File: config.mk
export PLATFORM = sky130hd
export DESIGN_NAME = clk_freq_meter_flat
export DESIGN_NICKNAME = d
export VERILOG_FILES = /design/src/rtl/freq_meter_pkg.sv /design/src/rtl/clk_freq_meter_if.sv /design/src/rtl/sync_edge_det.sv /design/src/rtl/clk_freq_meter.sv /design/src/flat_wrapper.sv
export SDC_FILE = /design/constraint.sdc
export NUM_CORES = 1
export LEC_CHECK = 0
export BUFFER_PORTS_ARGS = -buffer_cell sky130_fd_sc_hd__buf_2
export CORE_MARGIN = 1
export CORE_UTILIZATION = 45
export CTS_CLUSTER_DIAMETER = 120
export DETAILED_ROUTE_END_ITERATION = 16
export GPL_ROUTABILITY_DRIVEN = 0
export PLACE_DENSITY_LB_ADDON = 0.3
export SLEW_MARGIN = 20
export SYNTH_ARGS = -nofsm -noshare
export SYNTH_HDL_FRONTEND = slang
export SYNTH_SLANG_ARGS = --single-unit
File: constraint.sdc
create_clock -name sys_clk -period 1.8 [get_ports sys_clk]
set_input_delay 0 -clock sys_clk [delete_from_list [all_inputs] [get_ports sys_clk]]
set_output_delay 0 -clock sys_clk [all_outputs]
set_load 0.005 [all_outputs]
File: src/rtl/freq_meter_pkg.sv
// Shared constants for the clock frequency meter: FSM state encoding and default sizing.
package freq_meter_pkg;

    localparam int unsigned DEF_GATE_CYCLES = 1000;
    localparam int unsigned DEF_CNT_W       = 16;

    typedef enum logic [1:0] {
        IDLE = 2'd0,
        GATE = 2'd1,
        DONE = 2'd2
    } state_e;

endpackage

File: src/rtl/clk_freq_meter_if.sv
// Request/result bundle of the frequency meter. The meter is the slave side; the
// requester that issues start and consumes the count is the master side.
interface clk_freq_meter_if #(
    parameter int unsigned CNT_W = freq_meter_pkg::DEF_CNT_W
);

    logic             start;
    logic             busy;
    logic [CNT_W-1:0] cnt_out;
    logic             cnt_valid;
    logic             overflow;
    logic             in_range;

    modport master (
        output start,
        input  busy,
        input  cnt_out,
        input  cnt_valid,
        input  overflow,
        input  in_range
    );

    modport slave (
        input  start,
        output busy,
        output cnt_out,
        output cnt_valid,
        output overflow,
        output in_range
    );

endinterface

File: src/rtl/sync_edge_det.sv
// Two-flop synchronizer plus one delay flop; rise pulses for one cycle per rising edge of din.
module sync_edge_det (
    input  logic sys_clk,
    input  logic sys_rst,
    input  logic din,
    output logic rise
);

    logic sync1_q;
    logic sync2_q;
    logic delay_q;

    always_ff @(posedge sys_clk) begin
        if (sys_rst) begin
            sync1_q <= 1'b0;
            sync2_q <= 1'b0;
            delay_q <= 1'b0;
        end else begin
            sync1_q <= din;
            sync2_q <= sync1_q;
            delay_q <= sync2_q;
        end
    end

    assign rise = sync2_q & ~delay_q;

endmodule

File: src/rtl/clk_freq_meter.sv
// Gated edge counter: counts rising edges of meas_in over GATE_CYCLES sys_clk cycles.
// Define FREQ_METER_RANGE_CHECK_EN to build the [EXP_MIN, EXP_MAX] in_range check.
module clk_freq_meter
    import freq_meter_pkg::*;
#(
    parameter int unsigned GATE_CYCLES = DEF_GATE_CYCLES,
    parameter int unsigned CNT_W       = DEF_CNT_W,
    parameter int unsigned EXP_MIN     = 0,
    parameter int unsigned EXP_MAX     = (2 ** CNT_W) - 1
) (
    input logic             sys_clk,
    input logic             sys_rst,
    input logic             meas_in,
    clk_freq_meter_if.slave bus
);

    localparam int unsigned GATE_W = $clog2(GATE_CYCLES);

    if (GATE_CYCLES < 2) begin : g_bad_gate
        $error("GATE_CYCLES must be at least 2");
    end
    if (EXP_MIN > EXP_MAX) begin : g_bad_range
        $error("EXP_MIN must not exceed EXP_MAX");
    end

    state_e             state_q, state_d;
    logic [GATE_W-1:0]  gate_cnt_q, gate_cnt_d;
    logic [CNT_W-1:0]   edge_cnt_q, edge_cnt_d;
    logic [CNT_W-1:0]   cnt_out_q, cnt_out_d;
    logic               sat_q, sat_d;
    logic               overflow_q, overflow_d;
    logic               rise;
    logic               gate_last;

    sync_edge_det u_sync_edge_det (
        .sys_clk (sys_clk),
        .sys_rst (sys_rst),
        .din     (meas_in),
        .rise    (rise)
    );

    assign gate_last = (state_q == GATE) && (gate_cnt_q == '0);

    always_comb begin
        state_d    = state_q;
        gate_cnt_d = gate_cnt_q;
        edge_cnt_d = edge_cnt_q;
        sat_d      = sat_q;
        cnt_out_d  = cnt_out_q;
        overflow_d = overflow_q;

        unique case (state_q)
            IDLE: begin
                if (bus.start) begin
                    state_d    = GATE;
                    gate_cnt_d = GATE_W'(GATE_CYCLES - 1);
                    edge_cnt_d = '0;
                    sat_d      = 1'b0;
                end
            end
            GATE: begin
                if (rise) begin
                    if (&edge_cnt_q) begin
                        sat_d = 1'b1;
                    end else begin
                        edge_cnt_d = edge_cnt_q + 1'b1;
                    end
                end
                // Result is captured as DONE is entered so it is visible with cnt_valid.
                if (gate_cnt_q == '0) begin
                    state_d    = DONE;
                    cnt_out_d  = edge_cnt_d;
                    overflow_d = sat_d;
                end else begin
                    gate_cnt_d = gate_cnt_q - 1'b1;
                end
            end
            DONE: begin
                state_d = IDLE;
            end
            default: begin
                state_d = IDLE;
            end
        endcase
    end

    always_ff @(posedge sys_clk) begin
        if (sys_rst) begin
            state_q    <= IDLE;
            gate_cnt_q <= '0;
            edge_cnt_q <= '0;
            sat_q      <= 1'b0;
            cnt_out_q  <= '0;
            overflow_q <= 1'b0;
        end else begin
            state_q    <= state_d;
            gate_cnt_q <= gate_cnt_d;
            edge_cnt_q <= edge_cnt_d;
            sat_q      <= sat_d;
            cnt_out_q  <= cnt_out_d;
            overflow_q <= overflow_d;
        end
    end

`ifdef FREQ_METER_RANGE_CHECK_EN
    localparam logic [CNT_W:0] EXP_MIN_C = (CNT_W + 1)'(EXP_MIN);
    localparam logic [CNT_W:0] EXP_MAX_C = (CNT_W + 1)'(EXP_MAX);

    logic in_range_q;

    always_ff @(posedge sys_clk) begin
        if (sys_rst) begin
            in_range_q <= 1'b0;
        end else if (gate_last) begin
            in_range_q <= !sat_d && ({1'b0, edge_cnt_d} >= EXP_MIN_C)
                                 && ({1'b0, edge_cnt_d} <= EXP_MAX_C);
        end
    end

    assign bus.in_range = in_range_q;
`else
    assign bus.in_range = 1'b0;
`endif

    assign bus.busy      = (state_q != IDLE);
    assign bus.cnt_valid = (state_q == DONE);
    assign bus.cnt_out   = cnt_out_q;
    assign bus.overflow  = overflow_q;

endmodule
File: src/flat_wrapper.sv
// flat-port wrapper written by rule: the top's interface ports become plain ports
module clk_freq_meter_flat import freq_meter_pkg::*;
#(
    parameter int unsigned GATE_CYCLES = DEF_GATE_CYCLES,
    parameter int unsigned CNT_W       = DEF_CNT_W,
    parameter int unsigned EXP_MIN     = 0,
    parameter int unsigned EXP_MAX     = (2 ** CNT_W) - 1
)
  (sys_clk, sys_rst, meas_in, bus_start, bus_busy, bus_cnt_out, bus_cnt_valid, bus_overflow, bus_in_range);
  clk_freq_meter_if #(.CNT_W(CNT_W)) bus_i ();
  input logic sys_clk;
  input logic sys_rst;
  input logic meas_in;
  input wire logic [$bits(bus_i.start)-1:0] bus_start;
  output wire logic [$bits(bus_i.busy)-1:0] bus_busy;
  output wire logic [$bits(bus_i.cnt_out)-1:0] bus_cnt_out;
  output wire logic [$bits(bus_i.cnt_valid)-1:0] bus_cnt_valid;
  output wire logic [$bits(bus_i.overflow)-1:0] bus_overflow;
  output wire logic [$bits(bus_i.in_range)-1:0] bus_in_range;
  assign bus_i.start = bus_start;
  assign bus_busy = bus_i.busy;
  assign bus_cnt_out = bus_i.cnt_out;
  assign bus_cnt_valid = bus_i.cnt_valid;
  assign bus_overflow = bus_i.overflow;
  assign bus_in_range = bus_i.in_range;
  clk_freq_meter #(.GATE_CYCLES(GATE_CYCLES), .CNT_W(CNT_W), .EXP_MIN(EXP_MIN), .EXP_MAX(EXP_MAX)) u_core (.sys_clk(sys_clk), .sys_rst(sys_rst), .meas_in(meas_in), .bus(bus_i));
endmodule
==> results.md <==
- CTS root buf: clkbuf_8
- Syn_nets: 284
- I/O Pins: 24
- Largest net degree at the start of global routing: 22
- Fin. max-slew vios: 0
- Footprint of the multi-input gates: 1430 um2
- Synth Area in XOR/XNOR: ~6%
- Ant diodes: 0
- CTS tree: yes
- CTS buffer count: 5
- Die W: roughly 76 um
- Tcrit/Tclk final: between 90 and 100%
- Vias per cell: 5.57
- Share of cells above drive strength 1: a little under a third
- Post-synth ARST share: 0%
- Drt drc: 0
- Placed insts: 388
- Average wire per standard cell: 14.6 um
- First-pass GRT wire length: 9110 um
- Hold depth: 5
- Drt pass-1 iters: 4
- Synth warnings: 0
- Layout area overhead: 24.6%
- Clock sinks: 49
- Top FF cell, synth: dfxtp_1
- WS Path Type: flip-flop to flip-flop
- Syn_area_per_cell: 8.78 um2
- DRT Wirelength: 5810 um
- PnR Total Power: 2.26 mW
- Nets: 334
- Top cell type's share of synthesized area: 40.2%
- Simple-gate share of the synthesized area: 26.3%
- Fin cells: 399
- Worst-path fanout max: 6
- Grt ovf: 0
- CP endpoint kind: flip-flop
- Min Tclk post-route: 1790 ps
- Vias in the first global route: 1954
- Die area: 5720 um2
- Total number of vias: roughly 2.2k
- P_int: between 1.5 and 2 mW
- Mux cell area share after synthesis: 1.28%
- Final number of setup-violating endpoints: 0
- Clk_skew: 5.63 ps
- Row count: 26
- Max IR drop VDD: 0.391 mV
- Initial antenna violation count: 0
- Post-synthesis compound-gate area fraction: 20.6%
- Hold Path Class: input port to flip-flop
- Dpl cell area: 2820 um2
- Synth area leader: dfxtp_1
- Clock Path Buffers: 2
- Skew-Pair Late Insertion Delay: 310 ps
- GRT Util Overall: a little over a fifth
- Critical Path AT: 2030 ps
- Worst-path clk slew: around 90 ps
- Data required time of the critical path: 2040 ps
- Share of total power in the clock network: around 32%
- Net switching power: 0.612 mW
- Register area share after synthesis: 40.2%
- Reg power frac: 51.2%
- Largest family of logic cells by synthesized area: simple AND/OR/NAND/NOR gates
- Adder-Cell Fraction of Synth Area: 1.03%
- Logic pwr share: between 10% and 20%
- Register bit count reported by yosys: 49
- Startpoint Class: flip-flop
- FF/Latch Area: 988 um2
- Post-layout instance area: 3040 um2
- RSZ-0062 raised after global routing: true
- Initial drt markers: roughly 110
- Synthesized area: 2440 um2
- DIE HEIGHT: 75.6 um
- FMAX: 559 MHz
- Pwr dens: 743 nW/um2
- Synth cell types: 56
- FILL cells: between 400 and 500
- Util after Layout: 58.8%
- Routed Antenna Nets: 0
- Final Hold Fails: 0
- Sw frac: a little over a quarter
- Max-Cap Viols: 0
- EDFF count, synth: 0
- # H-tree levels: 2
- HPWL after DPL: 4150 um
- Setup TNS: 0 ps
- IO Port Bufs: 22
- Synth area leaders: dfxtp_1 40%, xnor2_1 5.0%, nor2_1 4.9%
- R2R depth: 5
- Core footprint: roughly 5200 um2
- Starting density of the core: 47.2%
- Post-synthesis cell count: 278
- Outcome: finished clean
- P_leak: 1.11 nW
[worst max-delay path, cell delays in order (launching register included)]
cell	delay, ps
dfxtp_2	330
or4_4	570
nor4_4	290
buf_4	220
nand2b_4	70
o31ai_4	220
[layout make-up]
| cell class | count | area share (%) |
|---|---|---|
| clock buffers | 7 | 3.17 |
| clock inverters | 1 | 0.165 |
| inverters | 8 | 0.988 |
| multi-input cells | 207 | 47.2 |
| flip-flops and latches | 49 | 32.5 |
| well taps | 70 | 2.88 |
| repair buffers | 57 | 13.1 |
[routing by layer]
metal	vias up	wire length, um	global-route usage (%)
met1	1042	2790	28.2
met2	51	2720	34.2
met3	6	203	4.76
li1	1122	-	-
met4	0	89	7.82
met5	-	0	0
[Yosys cell counts, types with 2 or more instances]
master     n
nand2b_1   8
and3_1     2
or3_1      2
xnor2_1   14
ha_1       2
buf_6      2
a31oi_1    8
nand4_1    6
or4_4      2
nor4_4     2
and4_1     5
buf_2      4
inv_1      8
a211oi_2   6
nor4_1     6
nand3b_1   4
nand3_1   10
xor2_1     3
nand2_1   11
mux2i_1    2
nor3_1    12
dfxtp_1   49
o21ai_0   14
a21oi_1   18
a211oi_1   6
clkbuf_1   7
nor2_1    32
nor2b_1    5
[registers in the layout, indices dropped and copies added, names as in the netlist]
name and cells:
u_core.state_q 2, u_core.gate_cnt_q 10, u_core.sat_q 1, u_core.u_sync_edge_det.sync2_q 1
u_core.bus.overflow 1, u_core.u_sync_edge_det.delay_q 1, u_core.edge_cnt_q 16, u_core.bus.cnt_out 16
u_core.u_sync_edge_det.sync1_q 1
[logic make-up (layout without fill, tap and decap cells)]
logic type | after synthesis | in the layout
compound gates | 71 | 71
xor+xnor | 17 | 17
fa+ha+maj | 2 | 2
buf+inv | 22 | 73
flops | 49 | 49
mux | 3 | 3
other cells | 1 | 1
simple gates | 113 | 113
[worst paths after layout]
kind,startpoint,endpoint,slack [ps]
min reg2reg,u_core.u_sync_edge_det.sync1_q$_SDFF_PP0_,u_core.u_sync_edge_det.sync2_q$_SDFF_PP0_,460
max,u_core.gate_cnt_q[3]$_SDFFE_PP0P_,u_core.bus.cnt_out[7]$_SDFFE_PP0P_,10
min,bus_start,u_core.edge_cnt_q[14]$_SDFFE_PP0P_,190
max reg2reg,u_core.gate_cnt_q[3]$_SDFFE_PP0P_,u_core.bus.cnt_out[7]$_SDFFE_PP0P_,10
[layout by cell type, fill, tap and decap left out, types with 9 or more instances in the layout]
master   netlist  layout
dfxtp_1       49      43
nor3_1        12      10
nand2_1       11      11
xnor2_1       14      14
a21oi_1       18      18
o21ai_0       14      14
nor2_1        32      29
buf_4          1      30
nand3_1       10       9
buf_2          4      22
[timing repair]
action                                  in CTS  in global routing
endpoints found under the hold margin        4                  0
setup buffers                                0                  1
hold buffers                                 2                  0
endpoints found under the setup margin       0                 19
resized for setup                            0                 25
[per-stage QoR]
stage,hold slack (ps),setup slack (ps)
after floorplan,128,29.6
after global placement,211,77.8
after detailed placement,220,36.9
after CTS,183,18.2
after global routing,204,-105
final,189,10.9
[power by group through the flow]
stage	Sequential, mW	Clock [mW]	Combinational (mW)
floorplan	1.18	0	0.227
global placement	1.18	0	0.346
detailed placement	1.18	0	0.350
CTS	1.15	0.736	0.355
global route	1.16	0.775	0.413
finish	1.16	0.724	0.379
No activity file was read; power rests on OpenSTA's default activity.
